--- src/rtl/bus_master_arb.sv ---
// bus_master_arb: round-robin arbiter sequencing one bus transaction at a time
module bus_master_arb #(
  parameter int NUM_REQ    = 3,
  parameter int RD_LATENCY = 1
) (
  input  logic                 clk,
  input  logic                 rst,
  input  logic [NUM_REQ-1:0]   req,
  input  logic [NUM_REQ-1:0]   req_op,
  input  logic [16*NUM_REQ-1:0] req_addr,
  input  logic [16*NUM_REQ-1:0] req_wr_data,
  output logic [NUM_REQ-1:0]   gnt,
  output logic [NUM_REQ-1:0]   done,
  output logic [15:0]          rd_data,
  output logic                 bus_cmd_valid_mst,
  output logic                 bus_op_mst,
  output logic [15:0]          bus_addr_mst,
  output logic [15:0]          bus_wr_data_mst,
  input  logic [15:0]          bus_rd_data_mst
);
  localparam int PW = $clog2(NUM_REQ);
  localparam int CW = 3;
  localparam logic [PW:0] NQ = (PW+1)'(NUM_REQ);
  typedef enum logic [1:0] {IDLE, CMD, WAIT, DONE} state_t;
  state_t r_state, w_state;
  logic [NUM_REQ-1:0] r_gnt, w_gnt, r_done, w_done, w_oh;
  logic [15:0] r_rd_data, w_rd_data, r_addr, w_addr, r_wdata, w_wdata, w_f_addr, w_f_wdata;
  logic r_cmd_valid, w_cmd_valid, r_op, w_op, w_f_op;
  logic [PW-1:0] r_ptr, w_ptr, w_nptr;
  logic [PW:0] w_s;
  logic [CW-1:0] r_cnt, w_cnt;
  // first requesting index found searching ptr, ptr+1, ... (lowest offset wins)
  always_comb begin
    w_oh = '0;
    w_s = '0;
    for (int i = NUM_REQ-1; i >= 0; i--) begin
      w_s = {1'b0, r_ptr} + (PW+1)'(i);
      w_s = (w_s >= NQ) ? w_s - NQ : w_s;
      if (req[w_s[PW-1:0]]) w_oh = NUM_REQ'(1) << w_s[PW-1:0];
    end
  end
  // command fields of the selected requester and the pointer past the granted one
  always_comb begin
    w_f_op = 1'b0;
    w_f_addr = '0;
    w_f_wdata = '0;
    w_nptr = '0;
    for (int i = 0; i < NUM_REQ; i++) begin
      if (w_oh[i]) begin
        w_f_op = req_op[i];
        w_f_addr = req_addr[16*i +: 16];
        w_f_wdata = req_wr_data[16*i +: 16];
      end
      if (r_gnt[i]) w_nptr = (i == NUM_REQ-1) ? '0 : PW'(i+1);
    end
  end
  // next state and next register values; done and cmd strobe default low
  always_comb begin
    w_state = r_state;
    w_gnt = r_gnt;
    w_done = '0;
    w_rd_data = r_rd_data;
    w_cmd_valid = 1'b0;
    w_op = r_op;
    w_addr = r_addr;
    w_wdata = r_wdata;
    w_ptr = r_ptr;
    w_cnt = r_cnt;
    case (r_state)
      IDLE: if (|req) begin
        w_state = CMD;
        w_gnt = w_oh;
        w_cmd_valid = 1'b1;
        w_op = w_f_op;
        w_addr = w_f_addr;
        w_wdata = w_f_wdata;
      end
      CMD: begin
        w_state = r_op ? DONE : WAIT;
        w_done = r_op ? r_gnt : '0;
        w_cnt = r_op ? r_cnt : CW'(RD_LATENCY-1);
      end
      WAIT: if (r_cnt != '0) w_cnt = r_cnt - 1'b1;
      else begin
        w_state = DONE;
        w_done = r_gnt;
        w_rd_data = bus_rd_data_mst;
      end
      DONE: begin
        w_state = IDLE;
        w_gnt = '0;
        w_ptr = w_nptr;
      end
      default: w_state = IDLE;
    endcase
  end
  // state and output registers
  always_ff @(posedge clk) begin
    if (rst) begin
      r_state <= IDLE;
      r_gnt <= '0;
      r_done <= '0;
      r_rd_data <= '0;
      r_cmd_valid <= 1'b0;
      r_op <= 1'b0;
      r_addr <= '0;
      r_wdata <= '0;
      r_ptr <= '0;
      r_cnt <= '0;
    end else begin
      r_state <= w_state;
      r_gnt <= w_gnt;
      r_done <= w_done;
      r_rd_data <= w_rd_data;
      r_cmd_valid <= w_cmd_valid;
      r_op <= w_op;
      r_addr <= w_addr;
      r_wdata <= w_wdata;
      r_ptr <= w_ptr;
      r_cnt <= w_cnt;
    end
  end
  assign gnt = r_gnt;
  assign done = r_done;
  assign rd_data = r_rd_data;
  assign bus_cmd_valid_mst = r_cmd_valid;
  assign bus_op_mst = r_op;
  assign bus_addr_mst = r_addr;
  assign bus_wr_data_mst = r_wdata;
endmodule
--- config.mk ---
export PLATFORM = sky130hd
export DESIGN_NAME = bus_master_arb
export DESIGN_NICKNAME = d
export VERILOG_FILES = /design/src/rtl/bus_master_arb.sv
export SDC_FILE = /design/constraint.sdc
export NUM_CORES = 1
export LEC_CHECK = 0
export BUFFER_PORTS_ARGS = -buffer_cell sky130_fd_sc_hd__buf_2
export CORE_UTILIZATION = 45
export CTS_BUF_LIST = sky130_fd_sc_hd__clkbuf_16
export DETAILED_ROUTE_END_ITERATION = 7
export GPL_ROUTABILITY_DRIVEN = 0
export GPL_TIMING_DRIVEN = 0
export HOLD_SLACK_MARGIN = 0.08
export PLACE_DENSITY = 0.84
export SLEW_MARGIN = 20
export SYNTH_ARGS = -nofsm -noshare
export SYNTH_HDL_FRONTEND = slang
export SYNTH_SLANG_ARGS = --single-unit
--- constraint.sdc ---
create_clock -name clk -period 3.2 [get_ports clk]
set_input_delay 0.48 -clock clk [delete_from_list [all_inputs] [get_ports clk]]
set_output_delay 0.48 -clock clk [all_outputs]
set_load 0.05 [all_outputs]
Word level (Yosys, flattened, before mapping)
Cells that the tools add are included.
Widths: inputs -> output; s select.

cells by class
  reduce and logical (&&, ||, !) cells = 11
  eq/ne operators = 7
  mux-type cells = 37
  divide/modulo/power cells = 0
  shifts and indexed selects = 3
  $add $sub $neg = 6
  $lt $le $gt $ge = 6
  $mul = 0
  bitwise logic cells = 2

operators by type and width
  cell                 number
  $mux 16              6
  $mux 3               8
  $pmux 3 s2           3
  $mux 2               7
  $lt 2x3->1 const B   3
  $mux 1               9
  $shl 1x2->3 const A  3
  $ne 2x2->1 const B   4
  $pmux 2 s4           1
  $reduce_and 2->1     4
  $bmux 1 s2           3
  $ge 3x2->1 const B   2
  $sub 2x2->2 const B  3
  $eq 2x2->1 const B   2
  $reduce_bool 2->1    2
  $add 2x1->3 const B  1
  $add 2x2->3 const B  1
  $reduce_and 3->1     1
  $reduce_bool 3->1    1
  $reduce_or 3->1      1
  $sub 3x1->3 const B  1
  $eq 2x1->1 const B   1
  $ge 2x2->1 const B   1
  $logic_not 2->1      1
  2 further kinds      3

word-level totals
  output and inout port bits = 56
  memories kept = 0
  bits in registers = 63
  latch bits = 0
  ROM bits = 0
  input bits = 120
  bits in writable memories = 0
  logic and storage cells = 82

Logic depth before layout (Yosys ltp)
  depth after elaboration = 11
  gate-level depth with buffers = 11
  depth with buffers taken out = 8

Least setup slack after synthesis
OpenSTA, ideal clock, no wires.

  kind = reg2reg
  from = reg r_ptr[0]
  to = reg r_wdata[10] (netlist: bus_wr_data_mst[10])
  buffers on the path = 2
  setup slack = 1.084 ns
  setup time = 0.123 ns
  arrival = 1.993 ns
  required time = 3.077 ns
  clock period less this slack = 2.116 ns
  cell stages (with the launch flop) = 10
  path through = dfxtp_1 inv_1 ha_1 buf_2 nand2b_1 mux2_2 o211a_2 buf_4 o31a_1 a2bb2oi_1

between the ends
  cells in the longest elaborated chain, start to end = 11
  elaborated cells between the ends (all ways) = 26
  those cells by class = add/sub: 5; order compare: 3; shift: 3; mux: 15

ends and longest elaborated chain
  item                                              line  text
  start: declaration                                29    logic [PW-1:0] r_ptr, w_ptr, w_nptr;
  start signal: assignment                          119   r_ptr <= w_ptr;
  $add 2x2->3                                       37    w_s = {1'b0, r_ptr} + (PW+1)'(i);
  $ge 3x2->1 / $sub 2x2->2 (equally long branches)  38    w_s = (w_s >= NQ) ? w_s - NQ : w_s;
  $mux 2                                            38
  $bmux 1 s2                                        39    if (req[w_s[PW-1:0]]) w_oh = NUM_REQ'(1) << w_s[PW-1:0];
  $mux 1 (implied by the code)                      39
  $mux 3 (2 in a row)                               39
  $mux 3 (*)                                        39
  $mux 16 (2 in a row)                              49    if (w_oh[i]) begin
  $mux 16 (*)                                       49
  end signal: assignment                            118   r_wdata <= w_wdata;
  end: declaration                                  27    logic [15:0] r_rd_data, w_rd_data, r_addr, w_addr, r_wdata, w_wdata, w_f_addr, w_f_wdata;

Mark *: on every way between the ends. The rest lies on a longest branch, timed or not. The select of a mux whose other input is x is not followed.
A chain may end at the register's enable or synchronous reset.

Worst setup path in the final report
  from = reg r_ptr[0]
  to = reg r_addr[11] (netlist: bus_addr_mst[11])

between the ends
  cells in the longest elaborated chain, start to end = 11
  elaborated cells between the ends (all ways) = 26
  those cells by class = add/sub: 5; order compare: 3; shift: 3; mux: 15

ends and longest elaborated chain
  item                                              line  text
  $add 2x2->3                                       37
  $ge 3x2->1 / $sub 2x2->2 (equally long branches)  38
  $mux 2                                            38
  $bmux 1 s2                                        39
  $mux 1 (implied by the code)                      39
  $mux 3 (2 in a row)                               39
  $mux 3 (*)                                        39
  $mux 16 (2 in a row)                              49
  $mux 16 (*)                                       49
  end signal: assignment                            117   r_addr <= w_addr;
  end: declaration                                  27

Marked as above.

==> impl_summary.txt <==
----------------------------------------------------
[Run status]
  Result of the run ... finished clean

[Job]
  Max capacitance violation total ... 0

[Floorplan]
  X dimension of the die ... 99.3 um
  Count of pins on the block boundary ... 176
  Area of the core ... 9200 um^2
  Die area ... 9860 um^2
  Cell Rows ... 35
  Die height ... 99.3 um
  Effective utilization at floorplan ... 0.463

[Clock tree]
  TritonCTS sink count ... 63
  Clock latency at the later pin of the worst-skew pair ... 0.33 ns
  Hold-fix buffers, CTS ... 0
  Maximum buffer depth of the clock tree ... 2
  Count of instances resized after the clock tree is built ... 0
  TritonCTS clock tree ... yes
  Number of H-tree levels ... 3
  Post-CTS setup repair buffer count ... 0
  Register clock-pin slew on the reported worst setup and hold paths ... 0.06 ns
  Root buffer selected by CTS ... clkbuf_16
  Number of buffers created by CTS ... 9

[Timing]
  Maximum frequency from static timing analysis ... 0.370 GHz
  Unrepaired setup endpoints after global routing ... no
  Final Max Slew Viols ... 0
  Relative max-transition margin ... 0.585
  Final min period ... 2.70 ns
  Worst Skew ... 0.00973 ns
  Slew of the pin with the lowest slew margin ... 0.614 ns
  Setup TNS after final layout ... 0 ns
  Minimum setup slack in the final design ... 0.500 ns
  Fraction of the cycle the final worst path needs ... 0.844
  Number of endpoints with negative hold slack in the final report ... 0
  Total setup violations reported at the end of the flow ... 0

[Setup path]
  Largest fanout on the critical path ... 10
  Worst reg2reg path depth ... 9
  CP Class ... reg -> reg
  Cell family contributing the most delay on the critical path ... buffers and inverters
  CP cell instances ... inv_1 -> ha_1 -> and3b_1 -> buf_2 -> a21oi_4 -> nor2_1 -> clkbuf_1 -> o31a_1 -> a2bb2oi_1
  Required time of the worst setup path ... 3.44 ns
  Element type at the critical path end ... register
  Bufs and invs on worst path ... 3
  Delay contributed by the slowest stage of the critical path ... 0.51 ns
  Critical path startpoint category ... register
  Master of the slowest instance on the critical path ... clkbuf_1
  Data arrival time at the worst-slack endpoint ... 2.94 ns
  WP depth ... 9

[Pwr]
  Part of the total power dissipated in combinational logic ... 0.496
  Worst IR Drop VDD ... 0.442 mV
  Switching share of power ... 0.454
  Part of the total power dissipated in sequential elements ... 0.260
  Portion of total power attributed to the clock network ... 0.244
  Power density relative to cell area ... 757 nW/um^2
  Leakage power figure ... 2.37 nW
  Psw ... 1.92 mW
  P_int ... 2.30 mW

[Logic synthesis]
  Net Count, Synth ... 621
  Number of distinct library cells after synthesis ... 53
  Post-synthesis sequential area ratio ... 0.296
  Synthesized cell area ... 4260 um^2
  Async SR Flop Fraction ... 0
  Yosys warning total ... 0
  Dominant synthesized flop cell ... dfxtp_1
  Number of synthesized flops with an enable pin ... 0
  #FFs+latches synth ... 63
  Post-Syn Area per Cell ... 8.69 um^2
  Synth Instances ... 490

[Drt]
  Iteration-0 DRC Markers ... 243
  Initial DRT Pass Iterations ... 4
  Residual antenna-violating net count after detailed routing ... 0
  Via count ... 4,867
  Average wire per cell in the routed design ... 18.3 um
  Mean number of vias per cell ... 6.15
  Routed Wire Length ... 14,500 um
  DRC violation count after routing ... 0

[Layout]
  End-of-flow core utilization ... 0.606
  Final standard cell count with taps included and fillers excluded ... 792
  Fraction of final layout cells sized beyond drive strength 1 ... 0.332
  Area growth, synth to finish ... 30.9%
  Filler cells ... 803
  Post-layout nets ... 807
  Antenna cells ... 0

[GRT]
  Wire length of the first global-routing pass ... 22,600 um
  Total global routing track utilization ... 0.284
  Initial antenna violation count ... 0
  Pin count of the biggest net entering global routing ... 14
  Residual overflow from global routing ... 0
  Vias in the first global route ... 4,737

[Place]
  Number of buffers inserted by port buffering ... 175
  Cell total after placement ... 776
  Worst slack, placed ... 0.645 ns
  Detailed placer's ending HPWL ... 10,400 um

[Hold path]
  Type of the tightest min-delay check ... in -> reg
  Worst hold path stage count ... 3

----------------------------------------------------
[cell type report]
type                    count  area [um^2]  area share
repair buffers            175          876       0.157
flip-flops and latches     63         1260       0.226
inverters                  11         41.3     0.00740
plain buffers              54          304      0.0545
clock buffers               9          225      0.0404
multi-input cells         362         2650       0.476
clock inverters             7         77.6      0.0139
well taps                 111          139      0.0249
[cells in the mapped netlist (2+ instances only)]
library cell,count,area share
a2bb2oi_1,32,0.066
o21ai_0,3,0.0035
a221oi_1,2,0.0041
o31a_1,32,0.066
a21oi_1,25,0.029
a211oi_1,33,0.058
ha_1,11,0.032
buf_6,7,0.019
mux2i_1,4,0.0094
and2_0,10,0.015
and3b_1,2,0.0041
nor3b_1,2,0.0035
buf_4,7,0.012
nor2_1,7,0.0062
a22oi_1,33,0.058
mux2_2,2,0.0053
o21bai_1,33,0.058
nand2b_1,5,0.0073
buf_2,10,0.012
o211ai_2,2,0.0059
inv_1,10,0.0088
dfxtp_1,63,0.30
clkbuf_1,29,0.026
and2b_1,2,0.0035
and2_1,27,0.040
nand2_1,38,0.033
nand3b_1,2,0.0035
a41oi_1,32,0.066
[cell usage in the layout, fill, tap and decap left out, types with 2 or more instances in the layout]
master / count
nor2_1: 7
mux2_2: 2
nand2_1: 38
and3b_1: 2
clkbuf_16: 9
clkbuf_1: 29
a22oi_1: 33
inv_1: 10
and2_0: 10
and2b_1: 2
o31a_1: 32
dfxtp_1: 63
o21bai_1: 33
buf_2: 185
a21oi_1: 25
a221oi_1: 2
and2_1: 27
nand2b_1: 5
o211ai_2: 2
a211oi_1: 33
a41oi_1: 32
mux2i_1: 4
ha_1: 11
buf_4: 7
buf_6: 7
o21ai_0: 3
inv_6: 4
nor3b_1: 2
a2bb2oi_1: 32
nand3b_1: 2
[worst register-to-register path: stages, from the launching register on]
cell and delay [ns]:
dfxtp_1 0.38, inv_1 0.08, ha_1 0.27, and3b_1 0.22
buf_2 0.22, a21oi_4 0.10, nor2_1 0.41, clkbuf_1 0.51
o31a_1 0.19, a2bb2oi_1 0.20
[per-stage QoR]
stage	cell area (um^2)	hold WS, ns	total power [mW]
floorplan	4260	0.445	2.65
global placement	5270	0.441	3.11
detailed placement	5270	0.447	3.18
CTS	5580	0.381	4.21
global route	5580	0.387	4.42
finish	5580	0.384	4.22
[final timing paths]
| check | from | to | slack (ns) |
|---|---|---|---|
| hold / removal | bus_rd_data_mst[3] | rd_data[3] | 0.38 |
| hold reg to reg | rd_data[6] | rd_data[6] | 0.46 |
| setup reg to reg | r_ptr[0] | bus_addr_mst[11] | 0.50 |
| setup / recovery | r_ptr[0] | bus_addr_mst[11] | 0.50 |
[kinds of logic after synthesis]
family	count (synthesis)	synth area share
and+or+nand+nor	104	0.131
AOI/OAI and AO/OA	241	0.444
DFF	63	0.296
adders and majority gates	11	0.0323
muxes	6	0.0147
buffers and inverters	65	0.0811
[state kept, by name, indices dropped and copies added (netlist names), 2 cells and up]
name and count:
bus_addr_mst 16, bus_wr_data_mst 16, rd_data 16, done 3
gnt 3, r_cnt 3, r_ptr 2, r_state 2
[layer usage]
metal,part of all wire,vias to the layer above,global-route usage
met3,0.066,33,0.0443
met4,0.026,0,0.119
met2,0.49,222,0.501
li1,-,2280,-
met1,0.42,2332,0.342
met5,0,-,0
[power groups by stage]
| stage | combinational, mW | clock (mW) | sequential, mW |
|---|---|---|---|
| floorplan | 0.968 | 0 | 1.68 |
| global placement | 2.01 | 0 | 1.10 |
| detailed placement | 2.07 | 0 | 1.11 |
| CTS | 2.08 | 1.04 | 1.10 |
| global route | 2.24 | 1.07 | 1.12 |
| finish | 2.09 | 1.03 | 1.10 |
No activity file was read; power rests on OpenSTA's default activity.
